## config.mk

```make
export PLATFORM = sky130hd
export DESIGN_NAME = block_memory_retrieval
export DESIGN_NICKNAME = d
export VERILOG_FILES = /design/src/rtl/block_memory_retrieval_pkg.sv /design/src/rtl/block_memory_retrieval_hit_row_serializer.sv /design/src/rtl/block_memory_retrieval.sv
export SDC_FILE = /design/constraint.sdc
export NUM_CORES = 1
export LEC_CHECK = 0
export BUFFER_PORTS_ARGS = -buffer_cell sky130_fd_sc_hd__buf_2
export CORE_ASPECT_RATIO = 0.9
export CORE_MARGIN = 2
export CORE_UTILIZATION = 39
export CTS_CLUSTER_DIAMETER = 150
export DETAILED_ROUTE_END_ITERATION = 10
export HOLD_SLACK_MARGIN = 0.06
export PLACE_DENSITY = 0.67
export SLEW_MARGIN = 20
export SYNTH_ARGS = -nofsm -noshare
export SYNTH_HDL_FRONTEND = slang
export SYNTH_SLANG_ARGS = --single-unit
```

## constraint.sdc

```tcl
create_clock -name clock -period 2 [get_ports clock]
set_input_delay 0.1 -clock clock [delete_from_list [all_inputs] [get_ports clock]]
set_output_delay 0.1 -clock clock [all_outputs]
set_load 0.02 [all_outputs]
```

## src/rtl/block_memory_retrieval_pkg.sv

```systemverilog
// Shared geometry, FSM encoding and HCM word layout for the hit storage memories.
package block_memory_retrieval_pkg;

  localparam int unsigned SSIDBITS         = 12;
  localparam int unsigned COLINDEXBITS_HNM = 5;
  localparam int unsigned ROWINDEXBITS_HNM = SSIDBITS - COLINDEXBITS_HNM;
  localparam int unsigned NCOLS_HNM        = 2 ** COLINDEXBITS_HNM;
  localparam int unsigned HITINFOBITS      = 8;
  localparam int unsigned MAXHITNBITS      = 4;
  localparam int unsigned MAXHITS          = 8;
  localparam int unsigned NCOLS_HIM        = MAXHITS * HITINFOBITS;
  localparam int unsigned ROWINDEXBITS_HIM = 9;
  localparam int unsigned NCOLS_HCM        = ROWINDEXBITS_HIM + MAXHITNBITS;
  localparam int unsigned NHITBITS         = $clog2(MAXHITS + 1);

  typedef enum logic [2:0] {
    IDLE,
    LOOKUP_WAIT,
    LOOKUP_CHECK,
    LIST_WAIT,
    LIST_CHECK,
    EMIT
  } state_e;

  function automatic logic [MAXHITNBITS-1:0] hcm_count(input logic [NCOLS_HCM-1:0] w);
    return w[MAXHITNBITS-1:0];
  endfunction

  function automatic logic [ROWINDEXBITS_HIM-1:0] hcm_him_addr(input logic [NCOLS_HCM-1:0] w);
    return w[NCOLS_HCM-1 -: ROWINDEXBITS_HIM];
  endfunction

  // Stored count saturated to the number of slots a HIM row actually holds.
  function automatic logic [NHITBITS-1:0] clamp_hits(input logic [MAXHITNBITS-1:0] c);
    if (32'(c) > MAXHITS) return NHITBITS'(MAXHITS);
    return NHITBITS'(c);
  endfunction

endpackage

```

## src/rtl/block_memory_retrieval_hit_row_serializer.sv

```systemverilog
// Loads one HIM row plus a hit count and shifts the hits out, slot 0 first, one per cycle.
module block_memory_retrieval_hit_row_serializer
  import block_memory_retrieval_pkg::*;
(
  input  logic                   clk_i,
  input  logic                   rst_ni,
  input  logic                   load_i,
  input  logic                   abort_i,
  input  logic [NCOLS_HIM-1:0]   row_i,
  input  logic [NHITBITS-1:0]    count_i,
  output logic [HITINFOBITS-1:0] word_o,
  output logic                   valid_o,
  output logic                   last_o,
  output logic [NHITBITS-1:0]    remaining_o
);

  logic [NCOLS_HIM-1:0]   row_q, row_d;
  logic [NHITBITS-1:0]    rem_q, rem_d;
  logic [HITINFOBITS-1:0] word_q, word_d;
  logic                   valid_q, valid_d;
  logic                   last_q, last_d;

  always_comb begin
    row_d   = row_q;
    rem_d   = rem_q;
    word_d  = '0;
    valid_d = 1'b0;
    last_d  = 1'b0;
    if (abort_i) begin
      rem_d = '0;
    end else if (load_i) begin
      word_d  = row_i[HITINFOBITS-1:0];
      row_d   = row_i >> HITINFOBITS;
      rem_d   = (count_i == '0) ? '0 : count_i - NHITBITS'(1);
      valid_d = (count_i != '0);
      last_d  = (count_i == NHITBITS'(1));
    end else if (rem_q != '0) begin
      word_d  = row_q[HITINFOBITS-1:0];
      row_d   = row_q >> HITINFOBITS;
      rem_d   = rem_q - NHITBITS'(1);
      valid_d = 1'b1;
      last_d  = (rem_q == NHITBITS'(1));
    end
  end

  always_ff @(posedge clk_i or negedge rst_ni) begin
    if (!rst_ni) begin
      row_q   <= '0;
      rem_q   <= '0;
      word_q  <= '0;
      valid_q <= 1'b0;
      last_q  <= 1'b0;
    end else begin
      row_q   <= row_d;
      rem_q   <= rem_d;
      word_q  <= word_d;
      valid_q <= valid_d;
      last_q  <= last_d;
    end
  end

  assign word_o      = word_q;
  assign valid_o     = valid_q;
  assign last_o      = last_q;
  assign remaining_o = rem_q;

endmodule

```

## src/rtl/block_memory_retrieval.sv

```systemverilog
// Read side of the hit store: HNM bit test, HCM count/address lookup, then HIM row streamed out.
module block_memory_retrieval
  import block_memory_retrieval_pkg::*;
(
  input  logic                        clock,
  input  logic                        resetN,
  input  logic                        memoryBusy,
  input  logic                        readRequest,
  input  logic [SSIDBITS-1:0]         readSSID,
  output logic                        readReady,
  output logic [ROWINDEXBITS_HNM-1:0] rowIndexA_HNM,
  input  logic [NCOLS_HNM-1:0]        dataOutputA_HNM,
  output logic [SSIDBITS-1:0]         rowIndexA_HCM,
  input  logic [NCOLS_HCM-1:0]        dataOutputA_HCM,
  output logic [ROWINDEXBITS_HIM-1:0] rowIndexA_HIM,
  input  logic [NCOLS_HIM-1:0]        dataOutputA_HIM,
  output logic                        hitValid,
  output logic [HITINFOBITS-1:0]      hitInfo,
  output logic                        lastHit,
  output logic                        readDone,
  output logic                        noHits,
  output logic                        countOverflow,
  output logic                        readAborted
);

  state_e                      state_q, state_d;
  logic [COLINDEXBITS_HNM-1:0] col_q, col_d;
  logic [NHITBITS-1:0]         n_q, n_d;
  logic                        ovf_pend_q, ovf_pend_d;
  logic [ROWINDEXBITS_HNM-1:0] hnm_addr_q, hnm_addr_d;
  logic [SSIDBITS-1:0]         hcm_addr_q, hcm_addr_d;
  logic [ROWINDEXBITS_HIM-1:0] him_addr_q, him_addr_d;
  logic                        done_q, done_d;
  logic                        no_hits_q, no_hits_d;
  logic                        ovf_q, ovf_d;
  logic                        aborted_q, aborted_d;
  logic                        load_c, abort_c;
  logic [NHITBITS-1:0]         ser_remaining;

  assign readReady = resetN && (state_q == IDLE) && !memoryBusy;

  always_comb begin
    state_d    = state_q;
    col_d      = col_q;
    n_d        = n_q;
    ovf_pend_d = ovf_pend_q;
    hnm_addr_d = hnm_addr_q;
    hcm_addr_d = hcm_addr_q;
    him_addr_d = him_addr_q;
    done_d     = 1'b0;
    no_hits_d  = 1'b0;
    ovf_d      = 1'b0;
    aborted_d  = 1'b0;
    load_c     = 1'b0;
    abort_c    = 1'b0;
    // The writer taking the memories pre-empts any query in flight.
    if (state_q != IDLE && memoryBusy) begin
      state_d   = IDLE;
      done_d    = 1'b1;
      aborted_d = 1'b1;
      abort_c   = 1'b1;
    end else begin
      unique case (state_q)
        IDLE: begin
          if (readRequest && readReady) begin
            hnm_addr_d = readSSID[SSIDBITS-1:COLINDEXBITS_HNM];
            hcm_addr_d = readSSID;
            col_d      = readSSID[COLINDEXBITS_HNM-1:0];
            state_d    = LOOKUP_WAIT;
          end
        end
        LOOKUP_WAIT: state_d = LOOKUP_CHECK;
        LOOKUP_CHECK: begin
          if (!dataOutputA_HNM[col_q] || hcm_count(dataOutputA_HCM) == '0) begin
            done_d    = 1'b1;
            no_hits_d = 1'b1;
            state_d   = IDLE;
          end else begin
            n_d        = clamp_hits(hcm_count(dataOutputA_HCM));
            ovf_pend_d = 32'(hcm_count(dataOutputA_HCM)) > MAXHITS;
            him_addr_d = hcm_him_addr(dataOutputA_HCM);
            state_d    = LIST_WAIT;
          end
        end
        LIST_WAIT: state_d = LIST_CHECK;
        LIST_CHECK: begin
          load_c = 1'b1;
          if (n_q == NHITBITS'(1)) begin
            done_d  = 1'b1;
            ovf_d   = ovf_pend_q;
            state_d = IDLE;
          end else begin
            state_d = EMIT;
          end
        end
        EMIT: begin
          // Serializer is about to present its final word on this edge.
          if (ser_remaining == NHITBITS'(1)) begin
            done_d  = 1'b1;
            ovf_d   = ovf_pend_q;
            state_d = IDLE;
          end
        end
        default: state_d = IDLE;
      endcase
    end
  end

  always_ff @(posedge clock or negedge resetN) begin
    if (!resetN) begin
      state_q    <= IDLE;
      col_q      <= '0;
      n_q        <= '0;
      ovf_pend_q <= 1'b0;
      hnm_addr_q <= '0;
      hcm_addr_q <= '0;
      him_addr_q <= '0;
      done_q     <= 1'b0;
      no_hits_q  <= 1'b0;
      ovf_q      <= 1'b0;
      aborted_q  <= 1'b0;
    end else begin
      state_q    <= state_d;
      col_q      <= col_d;
      n_q        <= n_d;
      ovf_pend_q <= ovf_pend_d;
      hnm_addr_q <= hnm_addr_d;
      hcm_addr_q <= hcm_addr_d;
      him_addr_q <= him_addr_d;
      done_q     <= done_d;
      no_hits_q  <= no_hits_d;
      ovf_q      <= ovf_d;
      aborted_q  <= aborted_d;
    end
  end

  block_memory_retrieval_hit_row_serializer u_serializer (
    .clk_i       (clock),
    .rst_ni      (resetN),
    .load_i      (load_c),
    .abort_i     (abort_c),
    .row_i       (dataOutputA_HIM),
    .count_i     (n_q),
    .word_o      (hitInfo),
    .valid_o     (hitValid),
    .last_o      (lastHit),
    .remaining_o (ser_remaining)
  );

  assign rowIndexA_HNM = hnm_addr_q;
  assign rowIndexA_HCM = hcm_addr_q;
  assign rowIndexA_HIM = him_addr_q;
  assign readDone      = done_q;
  assign noHits        = no_hits_q;
  assign countOverflow = ovf_q;
  assign readAborted   = aborted_q;

endmodule
```

==> flow_summary.toml <==
[hold_path]
hp-class = "input pin to flip-flop"
hp-start = "dataOutputA_HCM[3]"

[power_and_ir_drop]
power_density_nw_per_um2 = 1330
power_switching_mw = 3.72
combPwrFrac = 0.466
internal-power_mw = 5.83
p_sw_frac = 0.390
p_leak_nw = 3.54
vdd_drop_max_mv = 0.623
report.power.total_mw = 9.55
pwr-share-clk = 0.182
pwr-share-seq = 0.352

[detailed_routing]
first_iter_violations = 349
dr.pass1.iters = 5
vias = 4419
routed_via_density = 5.01
antenna_left = 0
drt_wl_total_mm = 13.3
wl_per_cell_um = 15.1
drc = 0

[finish]
syn_to_final_growth_pct = 47.7
stdcell_area_um2 = 7160
final_cells = 882
antennaDiodeCount = 0
layout-drive-gt1-share = 0.338
num-nets-final = 846
final_util = 0.593

[die]
dieArea_um2 = 13300
start_util = 0.401
fp.dieW_um = 122
die_y_um = 110
core_um2 = 12100
io_pins = 168
rows = 38

[synth]
synth-edff-count = 0
synthXorXnorAreaFrac = 0.00361
syn_area_per_cell_um2 = 10.4
synth_nets = 594
synth-simple-area-share = 0.159
synth_area_leaders = "dfrtp_1, nand2_1, a32oi_1, mux2_2, mux2i_1"
synth_fa_ha_area_frac = 0.00774
syn_inst = 466
synth_ff_type = "dfrtp_1"
yosys_warnings = 0
netlist_top_cells_count = "nand2_1, dfrtp_1, nor2_1"
yosysMostFrequentCell = "nand2_1"
synthArstFlopShare = 1.00
yosysSeqAreaShare = 0.532
netlist_area_um2 = 4850
synthMuxAreaShare = 0.118
yosys.area.top_type = "dfrtp_1"
ys_types = 49
synth_compound_area_frac = 0.136
ys_ff_latch = 103
synth_top_family_by_area = "simple AND/OR/NAND/NOR gates"
synth_top_area_share = 0.532

[clock_network]
path_clk_slew_ns = 0.07
tritoncts = "yes"
clockBufferDepth = 2
cts-root-buf = "clkbuf_16"
cts.sinks = 103
cts_inserted_buffers = 9
htree_levels = 3
clkLatencyLatePin_ns = 0.34

[global_route]
overflow = 0
track_usage = 0.206
first_global_vias = 4528
grt_max_degree = 67
grt_antenna_before_repair = 0
grt_pass1_wl_mm = 21.5

[placed_design]
place_congestion = 0.877
place_area_um2 = 5950
dp.cells = 777
hpwlAfterDp_mm = 8.71
placement.io_buffers = 167

[worst_setup_path]
path_max_fanout = 15
cp-start-kind = "flip-flop"
cp.required_ns = 2.22
critical_path_arrival_ns = 2.51
cp-end-kind = "flip-flop"
worstSetupPathType = "flip-flop to flip-flop"
crit_start = "col_q[1]$_DFFE_PN0P_"
regToRegStartpoint = "col_q[1]$_DFFE_PN0P_"

[timing]
finClkSkew_ns = 0.00491
fin_crit_sh = 1.14
layout_setup_ws_ns = -0.284
rsz0062_at_grt = "yes"
setup_viol = 17
relSlewSlack = 0.511
max_freq_ghz = 0.438
worst_pin_slew_ns = 0.734
period_needed_ns = 2.28
maxSlewViolCount = 0
hold_viol_final = 0

[status]
outcome = "finished, violations left"
violations = "setup timing"

[run]
cap_viol_max_count = 0
## worst paths after layout
kind / cells past startpoint / endpoint / slack [ns]
max in group asynchronous: 3 / col_q[1]$_DFFE_PN0P_ / 0.93
worst max-delay path: 7 / rowIndexA_HIM[1]$_DFFE_PN0P_ / -0.28
worst min register to register: 2 / u_serializer.row_q[41]$_DFFE_PN0P_ / 0.49
worst max register to register: 7 / rowIndexA_HIM[1]$_DFFE_PN0P_ / -0.28
worst min-delay path: 2 / n_q[3]$_DFFE_PN0P_ / 0.07
min in group asynchronous: 3 / u_serializer.row_q[15]$_DFFE_PN0P_ / 0.45
## through the flow
stage,hold WS [ns],setup TNS [ns],setup WS (ns)
after global placement,0.295,-5.01,-0.338
final,0.0727,-3.96,-0.284
after detailed placement,0.297,-6.16,-0.415
after CTS,0.0660,-3.92,-0.283
after global routing,0.0846,-5.29,-0.356
after floorplan,-0.196,-3.68,-0.332
## layer usage
metal / up-vias / track usage / wire [um] / part of all wire
met1: 2078 / 0.265 / 5720 / 0.43
met2: 136 / 0.337 / 6500 / 0.49
met3: 45 / 0.0285 / 559 / 0.042
met4: 0 / 0.113 / 515 / 0.039
li1: 2160 / - / - / -
met5: - / 0 / 0 / 0
## layout by cell type (no fill, tap or decap), types with 2 or more instances in the layout
master	count
a211oi_1	2
a21oi_1	8
a221oi_1	3
a22o_1	9
a31oi_1	22
a32oi_1	24
and2_1	2
buf_12	7
buf_2	166
buf_4	17
clkbuf_16	9
clkinvlp_4	2
dfrtp_1	101
dlygate4sd3_1	87
ha_1	3
inv_1	4
mux2_2	18
mux2_4	8
mux2i_1	16
mux4_2	4
nand2_1	112
nand2b_1	4
nand3_1	9
nor2_1	38
nor2b_1	6
nor3_1	5
o21ai_0	3
## logic make-up (layout without fill, tap and decap cells)
| kind of cell | Yosys count | after routing |
|---|---|---|
| XOR/XNOR | 2 | 2 |
| AND/OR/NAND/NOR | 184 | 184 |
| AO/OA/AOI/OAI | 87 | 87 |
| multiplexers | 46 | 46 |
| flip-flops | 103 | 103 |
| adder cells (fa/ha/maj) | 3 | 3 |
| buffers and inverters | 41 | 297 |
## final cells by class
| cell class | count | area [um^2] |
|---|---|---|
| clock buffer | 10 | 229 |
| clock inverter | 5 | 58.8 |
| fill | 1021 | 4910 |
| inverter | 5 | 18.8 |
| multi-input combinational | 322 | 2100 |
| sequential | 103 | 2580 |
| tap | 160 | 200 |
| timing repair buffer | 277 | 1970 |
## state kept, by name, indices dropped and copies added (netlist names)
name and count:
countOverflow 1, ovf_pend_q 1, u_serializer.word_o 8, state_q 3, rowIndexA_HNM 7, col_q 4, noHits 1, u_serializer.remaining_o 4
rowIndexA_HIM 9, n_q 4, readAborted 1, u_serializer.row_q 56, readDone 1, u_serializer.valid_o 1, u_serializer.last_o 1, rowIndexA_HCM 1
## repair_timing
item                                    in CTS  in global routing
hold buffers                                87                  0
endpoints found under the hold margin      189                  0
pin swaps                                    1                  0
gates resized for setup                      1                  1
setup buffers                                3                  0
endpoints found under the setup margin      18                 19
## worst max-delay path, stage by stage, from the launching register on
cell and delay [ns]:
dfrtp_4 0.49, buf_12 0.15, mux2i_1 0.11, mux4_2 0.50, a221oi_4 0.32, nand3_4 0.11, buf_12 0.17, mux2_4 0.30
## power groups by stage
stage	sequential (mW)	clock [mW]	combinational [mW]
floorplan	3.67	0	2.60
global placement	3.41	0	4.08
detailed placement	3.45	0	4.18
CTS	3.35	1.79	4.47
global route	3.46	1.87	4.88
finish	3.36	1.74	4.45
Power figures use the tool's default switching activity.
